[src/rtl/sd_sched_pkg.sv]
// rtl/sd_sched_pkg.sv - shared types and constants for the SD sector scheduler
package sd_sched_pkg;

    typedef enum logic [2:0] {
        ST_WAIT_INIT,
        ST_IDLE,
        ST_ISSUE,
        ST_WAIT_BUSY,
        ST_STREAM,
        ST_DONE
    } state_e;

    localparam logic [3:0] CARD_STAT_IDLE = 4'd8;
    localparam int         SECTOR_BYTES   = 512;
    localparam int         SECTOR_AW      = $clog2(SECTOR_BYTES);

endpackage

[src/rtl/rr_arbiter.sv]
// rtl/rr_arbiter.sv - combinational round-robin arbiter, first request at/after ptr wins
module rr_arbiter #(
    parameter int N  = 2,
    parameter int IW = (N > 1) ? $clog2(N) : 1
) (
    input  logic [N-1:0]  req,
    input  logic [IW-1:0] ptr,
    output logic [N-1:0]  grant,
    output logic [IW-1:0] idx
);

    logic        found;
    int unsigned j;

    always_comb begin
        grant = '0;
        idx   = '0;
        found = 1'b0;
        j     = 0;
        for (int i = 0; i < N; i++) begin
            j = int'(ptr) + i;
            if (j >= N) begin
                j = j - N;
            end
            if (!found && req[j]) begin
                found    = 1'b1;
                grant[j] = 1'b1;
                idx      = IW'(j);
            end
        end
    end

endmodule

[src/rtl/sd_sector_scheduler.sv]
// rtl/sd_sector_scheduler.sv - round-robin sharing of the single-sector SD read engine
// Expands burst requests into back-to-back sector reads and routes bytes to the granted client.
module sd_sector_scheduler
    import sd_sched_pkg::*;
#(
    parameter int  NUM_REQ     = 2,
    parameter int  COUNT_W     = 16,
    parameter int  TIMEOUT_CYC = 50_000_000,
    parameter int  SIMULATION  = 0,
    localparam int ADDR_W      = COUNT_W + SECTOR_AW
) (
    input  logic                         clk,
    input  logic                         rst,
    input  logic [NUM_REQ-1:0]           req_valid,
    input  logic [NUM_REQ*32-1:0]        req_sector,
    input  logic [NUM_REQ*COUNT_W-1:0]   req_count,
    output logic [NUM_REQ-1:0]           req_ack,
    output logic [NUM_REQ-1:0]           req_done,
    output logic                         req_err,
    output logic [NUM_REQ-1:0]           out_valid,
    output logic [ADDR_W-1:0]            out_addr,
    output logic [7:0]                   out_byte,
    output logic                         busy,
    input  logic [3:0]                   sd_card_stat,
    output logic                         sd_rstart,
    output logic [31:0]                  sd_rsector_no,
    input  logic                         sd_rbusy,
    input  logic                         sd_rdone,
    input  logic                         sd_outreq,
    input  logic [SECTOR_AW-1:0]         sd_outaddr,
    input  logic [7:0]                   sd_outbyte
);

    localparam int          IW      = (NUM_REQ > 1) ? $clog2(NUM_REQ) : 1;
    localparam int          TO_CYC  = (SIMULATION != 0) ? 2000 : TIMEOUT_CYC;
    localparam logic [31:0] TO_LAST = 32'(TO_CYC - 1);

    state_e               state_q, state_d;
    logic [IW-1:0]        rr_q, rr_d;
    logic [IW-1:0]        gidx_q, gidx_d;
    logic [31:0]          sector_q, sector_d;
    logic [COUNT_W-1:0]   count_q, count_d;
    logic [COUNT_W-1:0]   idx_q, idx_d;
    logic [31:0]          wdog_q, wdog_d;
    logic                 err_q, err_d;
    logic [NUM_REQ-1:0]   out_valid_q;
    logic [ADDR_W-1:0]    out_addr_q;
    logic [7:0]           out_byte_q;

    logic [NUM_REQ-1:0]   arb_grant;
    logic [IW-1:0]        arb_idx;
    logic [NUM_REQ-1:0]   gnt_oh;
    logic [COUNT_W-1:0]   idx_next;
    logic [COUNT_W-1:0]   sel_count;

    rr_arbiter #(
        .N  (NUM_REQ),
        .IW (IW)
    ) u_arb (
        .req   (req_valid),
        .ptr   (rr_q),
        .grant (arb_grant),
        .idx   (arb_idx)
    );

    assign idx_next  = COUNT_W'(idx_q + 1'b1);
    assign sel_count = req_count[COUNT_W*arb_idx +: COUNT_W];

    always_ff @(posedge clk) begin
        if (rst) begin
            state_q     <= ST_WAIT_INIT;
            rr_q        <= '0;
            gidx_q      <= '0;
            sector_q    <= '0;
            count_q     <= '0;
            idx_q       <= '0;
            wdog_q      <= '0;
            err_q       <= 1'b0;
            out_valid_q <= '0;
            out_addr_q  <= '0;
            out_byte_q  <= '0;
        end else begin
            state_q     <= state_d;
            rr_q        <= rr_d;
            gidx_q      <= gidx_d;
            sector_q    <= sector_d;
            count_q     <= count_d;
            idx_q       <= idx_d;
            wdog_q      <= wdog_d;
            err_q       <= err_d;
            out_valid_q <= '0;
            if (state_q == ST_STREAM && sd_outreq) begin
                out_valid_q <= gnt_oh;
                out_addr_q  <= {idx_q, sd_outaddr};
                out_byte_q  <= sd_outbyte;
            end
        end
    end

    always_comb begin
        state_d  = state_q;
        rr_d     = rr_q;
        gidx_d   = gidx_q;
        sector_d = sector_q;
        count_d  = count_q;
        idx_d    = idx_q;
        wdog_d   = wdog_q;
        err_d    = err_q;
        case (state_q)
            ST_WAIT_INIT: begin
                if (sd_card_stat == CARD_STAT_IDLE && !sd_rbusy) begin
                    state_d = ST_IDLE;
                end
            end
            ST_IDLE: begin
                if (|req_valid) begin
                    gidx_d   = arb_idx;
                    rr_d     = (32'(arb_idx) == 32'(NUM_REQ - 1)) ? '0 : IW'(arb_idx + 1'b1);
                    sector_d = req_sector[32*arb_idx +: 32];
                    count_d  = sel_count;
                    idx_d    = '0;
                    err_d    = 1'b0;
                    state_d  = (sel_count == '0) ? ST_DONE : ST_ISSUE;
                end
            end
            ST_ISSUE: begin
                if (!sd_rbusy) begin
                    wdog_d  = '0;
                    state_d = ST_WAIT_BUSY;
                end
            end
            ST_WAIT_BUSY: begin
                wdog_d = wdog_q + 1'b1;
                if (wdog_q >= TO_LAST) begin
                    err_d   = 1'b1;
                    state_d = ST_DONE;
                end else if (sd_rbusy) begin
                    state_d = ST_STREAM;
                end
            end
            ST_STREAM: begin
                wdog_d = wdog_q + 1'b1;
                // A sector completing on the expiry cycle still counts as success.
                if (sd_rdone) begin
                    idx_d    = idx_next;
                    sector_d = sector_q + 1'b1;
                    state_d  = (idx_next == count_q) ? ST_DONE : ST_ISSUE;
                end else if (wdog_q >= TO_LAST) begin
                    err_d   = 1'b1;
                    state_d = ST_DONE;
                end
            end
            ST_DONE: begin
                // After an abort the engine may still be busy; re-check readiness first.
                state_d = err_q ? ST_WAIT_INIT : ST_IDLE;
            end
            default: state_d = ST_WAIT_INIT;
        endcase
    end

    always_comb begin
        gnt_oh         = '0;
        gnt_oh[gidx_q] = 1'b1;
    end

    always_comb begin
        req_ack   = '0;
        req_done  = '0;
        req_err   = 1'b0;
        busy      = 1'b0;
        sd_rstart = 1'b0;
        case (state_q)
            ST_IDLE: begin
                req_ack = arb_grant;
                busy    = |req_valid;
            end
            ST_ISSUE: begin
                busy      = 1'b1;
                sd_rstart = !sd_rbusy;
            end
            ST_WAIT_BUSY, ST_STREAM: busy = 1'b1;
            ST_DONE: begin
                req_done = gnt_oh;
                req_err  = err_q;
            end
            default: ;
        endcase
    end

    assign sd_rsector_no = sector_q;
    assign out_valid     = out_valid_q;
    assign out_addr      = out_addr_q;
    assign out_byte      = out_byte_q;

endmodule

[config.mk]
export PLATFORM = sky130hd
export DESIGN_NAME = sd_sector_scheduler
export DESIGN_NICKNAME = d
export VERILOG_FILES = /design/src/rtl/sd_sched_pkg.sv /design/src/rtl/rr_arbiter.sv /design/src/rtl/sd_sector_scheduler.sv
export SDC_FILE = /design/constraint.sdc
export NUM_CORES = 1
export LEC_CHECK = 0
export ABC_AREA = 1
export CORE_ASPECT_RATIO = 1.4
export CORE_MARGIN = 2
export CORE_UTILIZATION = 50
export CTS_CLUSTER_DIAMETER = 200
export DETAILED_ROUTE_END_ITERATION = 16
export GPL_TIMING_DRIVEN = 1
export PLACE_DENSITY = 0.81
export SLEW_MARGIN = 20
export SYNTH_ARGS = -nofsm -noshare
export SYNTH_HDL_FRONTEND = slang
export SYNTH_SLANG_ARGS = --single-unit
[constraint.sdc]
create_clock -name clk -period 2.6 [get_ports clk]
set_input_delay 0.52 -clock clk [delete_from_list [all_inputs] [get_ports clk]]
set_output_delay 0.52 -clock clk [all_outputs]
set_load 0.05 [all_outputs]
==> results.ini, run 1 <==
[sta]
period_minus_slack_ns=2.42
finalHoldViolCount=0
whs_ns=0.450
slew_violations=0
tns_ns=0
setup_viol=0
tightest_slew_ns=0.762
finClkSkew_ns=0.0106
rsz0062_at_grt=no
fin_crit_sh=0.930
fmax_ghz=0.414
fin_ws_ns=0.182
maxSlewHeadroom=0.490

[routing]
vias=8741
wl_per_cell_um=15.3
routed_wl_um=24100
dr.pass1.iters=5
drt_iter0_drc=647
postRouteAntennaNets=0
avgViaCountPerCell=5.55
drc=0

[cells_and_area]
n_fill_cell=1290
layout_common_cells=nand2_1, clkdlybuf4s50_1, dfxtp_1, nand3_1
multi_input_area_mm2=0.00446
diodes=0
syn2layout_area_growth_pct=36.1
final_common_cell=nand2_1
nets=1495
regArea_mm2=0.00274
layout-drive-gt1-share=0.0862

[outcome]
outcome=completed

[pwr]
p_int_w=0.00433
p_seq_frac=0.379
switching_power_w=0.00198
power_density_mw_per_mm2=592
vdd_drop_max_v=0.000483
swShare=0.314
leakagePower_nw=3.87
power_frac_comb=0.232
clkPwrFrac=0.389

[cts]
numCtsBuffers=17
cts-htree-levels=4
cts_buffer_depth=2
cts_tree=yes
clk-insertion-delay-late_ns=0.41
root_buffer=clkbuf_16
post_cts_buffers=0
clk_pin_slew_ns=0.06
clock_sinks=137

[global_routing]
antenna_found_initial=0
grt_overflow_total=0
grt_pass1_wl_um=39600
grt_max_degree=70
track_usage=0.293
grt_pass1_vias=8583

[die]
start_util=0.506
dieArea_mm2=0.0167
num_rows=54
io_pins=198
die_x_um=110
core_mm2=0.0155
die_h_um=152

[logic_synthesis]
synth_compound_area_frac=0.211
yosys_register_bits=137
synth.area.mux_share=0.00767
syn-cell-area_mm2=0.00783
synth-seq-area-share=0.350
yosys.area_share.adder=0.00479
synth_warnings=0
synth_top_family_by_area=simple AND/OR/NAND/NOR gates
synthSimpleGateAreaFrac=0.334
syn-num-nets=1310
syn-instance-count=1183
syn_avg_cell_area_um2=6.62
synth-xor-area-share=0.0118
synth.lib_cells_used.distinct=55

[worst_hold_path]
hp-class=flop to flop

[worst_setup_path]
setup.worst_path.start_class=flop
required_ns=2.08
crit_type=flop to primary output
cp_max_fo=10
worstSetupEndpointType=primary output
crit_arrival_ns=1.90

[placed_design]
gp_congestion=0.959
hpwl_um=17700
pre_cts_slack_ns=0.0838
io_buffers=197

[job]
maxCapViolCount=0

## path summary, 6_finish.rpt
check,startpoint,to,slack (ns),cells past startpoint
max,state_q[0]$_SDFFE_PP0P_,req_ack[0],0.18,6
min,gidx_q$_SDFFE_PP0P_,out_valid[0]$_SDFF_PP0_,0.45,1
max reg2reg,idx_q[0]$_SDFFE_PP0P_,state_q[0]$_SDFFE_PP0P_,0.30,15
min reg2reg,gidx_q$_SDFFE_PP0P_,out_valid[0]$_SDFF_PP0_,0.45,1
## per-stage QoR
step                      cells  instance area (um2)  power, W  utilization
final                      1576                10700   0.00631        0.689
after global placement     1545                10100   0.00386        0.650
after floorplan            1183                 7830   0.00327            -
after detailed placement   1545                10100   0.00388        0.650
after global routing       1576                10700   0.00655        0.689
after CTS                  1576                10600   0.00633        0.688
## cell type report
type                       instances  area share
multi-input combinational        883       0.419
sequential                       137       0.257
timing repair buffer             222       0.207
clock buffer                      19      0.0416
inverter                         107      0.0379
tap                              196      0.0230
clock inverter                    12      0.0142
## critical path: stages (launching register included)
cell	delay [ns]
dfxtp_1	0.46
nand2_1	0.11
nor2_2	0.18
o21ai_0	0.15
buf_4	0.20
nor2_1	0.22
buf_12	0.18
## Yosys cell counts, drive strengths merged
library cell,number,area (um2)
nor3b,1,12.5
nand2,300,1160
nand3b,4,33.8
o311a,1,10.0
or2,5,31.3
inv,106,400
o221ai,2,17.5
a221oi,3,26.3
xor2,6,52.6
nor2,109,477
a31oi,27,169
nor3,22,159
a31o,1,8.76
buf,15,72.6
o21a,2,15.0
o211ai,4,30.0
xnor2,2,17.5
a21oi,97,493
clkbuf,41,154
o22ai,11,68.8
a211oi,8,60.1
clkinv,1,3.75
nand3,111,566
ha,3,37.5
o21bai,23,176
a21boi,1,7.51
o211a,1,10.0
dfxtp,137,2740
o31ai,1,7.51
nand4,19,138
nor4,3,25.0
a22oi,1,7.51
xnor3,1,22.5
o21ai,106,538
and3,1,6.26
o22a,1,8.76
mux2i,6,60.1
## logic make-up after synthesis
| kind of cell | after synthesis |
|---|---|
| fa+ha+maj | 3 |
| mux | 6 |
| compound gates | 290 |
| buf+inv | 163 |
| flops | 137 |
| simple gates | 575 |
| xor+xnor | 9 |
## repair_timing
item | CTS | global route
endpoints found under the setup margin | 0 | 4
hold buffers | 0 | 0
gates resized for setup | 0 | 4
## sequential cells by signal, indices dropped and copies added (netlist names)
register	flops
idx_q	16
gidx_q	1
rr_q	1
out_addr	25
sd_rsector_no	32
wdog_q	32
out_valid	2
err_q	1
state_q	3
out_byte	8
count_q	16
## per-layer routing
metal	track usage	part of all wire	vias to the layer above
li1	-	-	4355
met4	0.140	0.040	0
met5	0	0	-
met2	0.504	0.49	384
met3	0.0776	0.081	74
met1	0.329	0.39	3928
## power by group through the flow
stage	Combinational [W]	Clock (W)	Sequential [W]
after floorplan	0.000561	0	0.00271
after global placement	0.00144	0	0.00243
after detailed placement	0.00145	0	0.00243
after CTS	0.00146	0.00249	0.00238
after global routing	0.00157	0.00257	0.00240
final	0.00146	0.00246	0.00239
(Power assumes the default switching activity.)
==> inputs of run 2 (changes only) <==
GPL_TIMING_DRIVEN = 0   (was 1)
==> run 2 against run 1 <==
Die area unchanged. Non-clock buffer count up 26. Cell count up 1.7%. Maximum frequency down 4.5%. Sequential share of layout area up 0.15 points. Critical path type is now primary input to primary output.
==> results.ini, run 2 (synthesis gave the netlist of run 1 again) <==
[worst_setup_path]
cp_max_fo=10  ; unchanged
worstSetupEndpointType=primary output
crit_arrival_ns=2.01  ; +0.11 ns
setup.worst_path.start_class=primary input
required_ns=2.08  ; about the same
r2r_end=sd_rsector_no[2]$_SDFFE_PP0P_
reg2reg_depth=7  ; -8
rrSetupSlack_ns=0.32  ; +0.02 ns
reg2reg_from=state_q[1]$_SDFFE_PP0P_
crit_type=primary input to primary output

[pwr]
power_density_mw_per_mm2=582  ; -1.7%
leakagePower_nw=3.82  ; -1.3%
p_int_w=0.00412  ; -4.8%
swShare=0.332  ; +0.0180
p_seq_frac=0.387  ; +0.008
power_frac_comb=0.240  ; +0.008
switching_power_w=0.00204  ; +3.4%
clkPwrFrac=0.373  ; -0.016
vdd_drop_max_v=0.000375  ; -22%

[die]
num_rows=54  ; unchanged
die_x_um=110  ; unchanged
start_util=0.506  ; unchanged
die_h_um=152  ; unchanged
io_pins=198  ; unchanged
dieArea_mm2=0.0167  ; unchanged
core_mm2=0.0155  ; unchanged

[job]
maxCapViolCount=0  ; unchanged

[placed_design]
dpl_cell_area_mm2=0.0100  ; -0.26%
hpwl_um=19800  ; +12%
gp_congestion=0.920  ; -4.1%
io_buffers=195  ; -1.0%

[sta]
slew_violations=0  ; unchanged
maxSlewHeadroom=0.562  ; +0.0717
period_minus_slack_ns=2.53  ; +0.114 ns
finClkSkew_ns=0.0125  ; +0.00191 ns
rsz0062_at_grt=no
fmax_ghz=0.395  ; -4.5%
fin_crit_sh=0.974  ; +0.0440
finalHoldViolCount=0  ; unchanged
tightest_slew_ns=0.657  ; -0.105 ns
setup_viol=0  ; unchanged

[cells_and_area]
fin_util=0.685  ; -0.00396
diodes=0  ; unchanged
nets=1521  ; +1.7%
multi_input_area_mm2=0.00447  ; +0.28%
layout-drive-gt1-share=0.0768  ; -0.00947
n_fill_cell=1356  ; +5.1%
regArea_mm2=0.00274  ; unchanged
layout_common_cells=nand2_1, clkdlybuf4s50_1, dfxtp_1, nand3_1
fin_area_mm2=0.0106  ; -0.58%
final_common_cell=nand2_1
syn2layout_area_growth_pct=35.3

[cts]
clock_sinks=137  ; unchanged
root_buffer=clkbuf_16
cts_hold_buf=0  ; unchanged
clk-insertion-delay-late_ns=0.43  ; +0.02 ns
cts_tree=yes
cts-htree-levels=4  ; unchanged
cts_buffer_depth=2  ; unchanged
post_cts_buffers=0  ; unchanged
clk_pin_slew_ns=0.06  ; about the same
numCtsBuffers=17  ; unchanged

[global_routing]
grt_max_degree=26  ; -63%
antenna_found_initial=0  ; unchanged
grt_pass1_wl_um=40300  ; +1.6%
grt_overflow_total=0  ; unchanged
track_usage=0.307  ; +0.0133
grt_pass1_vias=8498  ; -0.99%

[routing]
dr.pass1.iters=5  ; unchanged
vias=9014  ; +3.1%
drc=0  ; unchanged
avgViaCountPerCell=5.62  ; +1.4%
wl_per_cell_um=16.1  ; +5.1%
routed_wl_um=25800  ; +6.9%
postRouteAntennaNets=0  ; unchanged
drt_iter0_drc=660  ; +2.0%

[outcome]
outcome=completed

[worst_hold_path]
hp-class=flop to flop
hold_path_depth=2  ; +1
min_from=out_addr[7]$_SDFFE_PP0P_
hold-path-endpoint=out_addr[7]$_SDFFE_PP0P_

-- run 2: changes by cell type in the layout (fill, tap and decap cells not counted), sizes merged, moves of 2 or more --
cell and delta:
clkinv +2, bufinv -2, clkinvlp -2, buf -16, clkbuf +43
-- run 2: power by group through the flow --
stage	clock (W)	combinational (W)	sequential, W
2_1_floorplan	0	0.000561	0.00271
3_3_place_gp	0	0.00145	0.00242
3_5_place_dp	0	0.00146	0.00242
4_1_cts	0.00231	0.00147	0.00238
5_1_grt	0.00240	0.00159	0.00240
6_report	0.00230	0.00148	0.00239
-- run 2: worst max path at each step --
stage                               to  slack (ns)  cells past startpoint                    start
2_1_floorplan  wdog_q[19]$_SDFFE_PP0P_        0.22                      9  state_q[2]$_SDFFE_PP0P_
3_3_place_gp                req_ack[1]       -1.08                      8             req_valid[1]
3_5_place_dp                req_ack[1]       -1.04                      8             req_valid[1]
4_1_cts                     req_ack[0]       -0.02                      7             req_valid[1]
5_1_grt                     req_ack[0]        0.02                      8             req_valid[0]
6_report                    req_ack[0]        0.07                      7             req_valid[1]
-- run 2: what timing repair did --
action                                  CTS  global route
cloned                                    0             0
gates resized for setup                  30             8
endpoints found under the setup margin    5             9
-- run 2: metrics by stage --
step	total power [W]	worst slack [ns]	hold slack [ns]	std cells	TNS, ns
3_5_place_dp	0.00388	-1.04	0.447	1574	-4.70
3_3_place_gp	0.00387	-1.08	0.441	1574	-4.51
5_1_grt	0.00640	0.0184	0.477	1603	0
6_report	0.00617	0.0677	0.459	1603	0
2_1_floorplan	0.00327	0.217	0.426	1183	0
4_1_cts	0.00615	-0.0241	0.455	1603	-0.0241
-- run 2: layout make-up --
cell class,instances,area share
sequential,137,0.259
buffer,53,0.0213
clock inverter,11,0.00933
multi-input combinational,883,0.422
inverter,107,0.0384
timing repair buffer,195,0.184
tap,196,0.0231
clock buffer,21,0.0425
-- run 2: worst max-delay path, stage by stage --
cell	delay [ns]
clkdlybuf4s50_1	0.57
nand2_1	0.09
nand2_2	0.16
buf_6	0.20
clkbuf_4	0.24
nor2_4	0.06
buf_6	0.15
-- run 2: layer usage --
metal  GRT usage  vias up  wire length (um)
li1            -     4411                 -
met1       0.336     4079              9540
met2       0.532      437             12800
met3      0.0841       87              2290
met4       0.151        0              1170
met5           0        -                 0
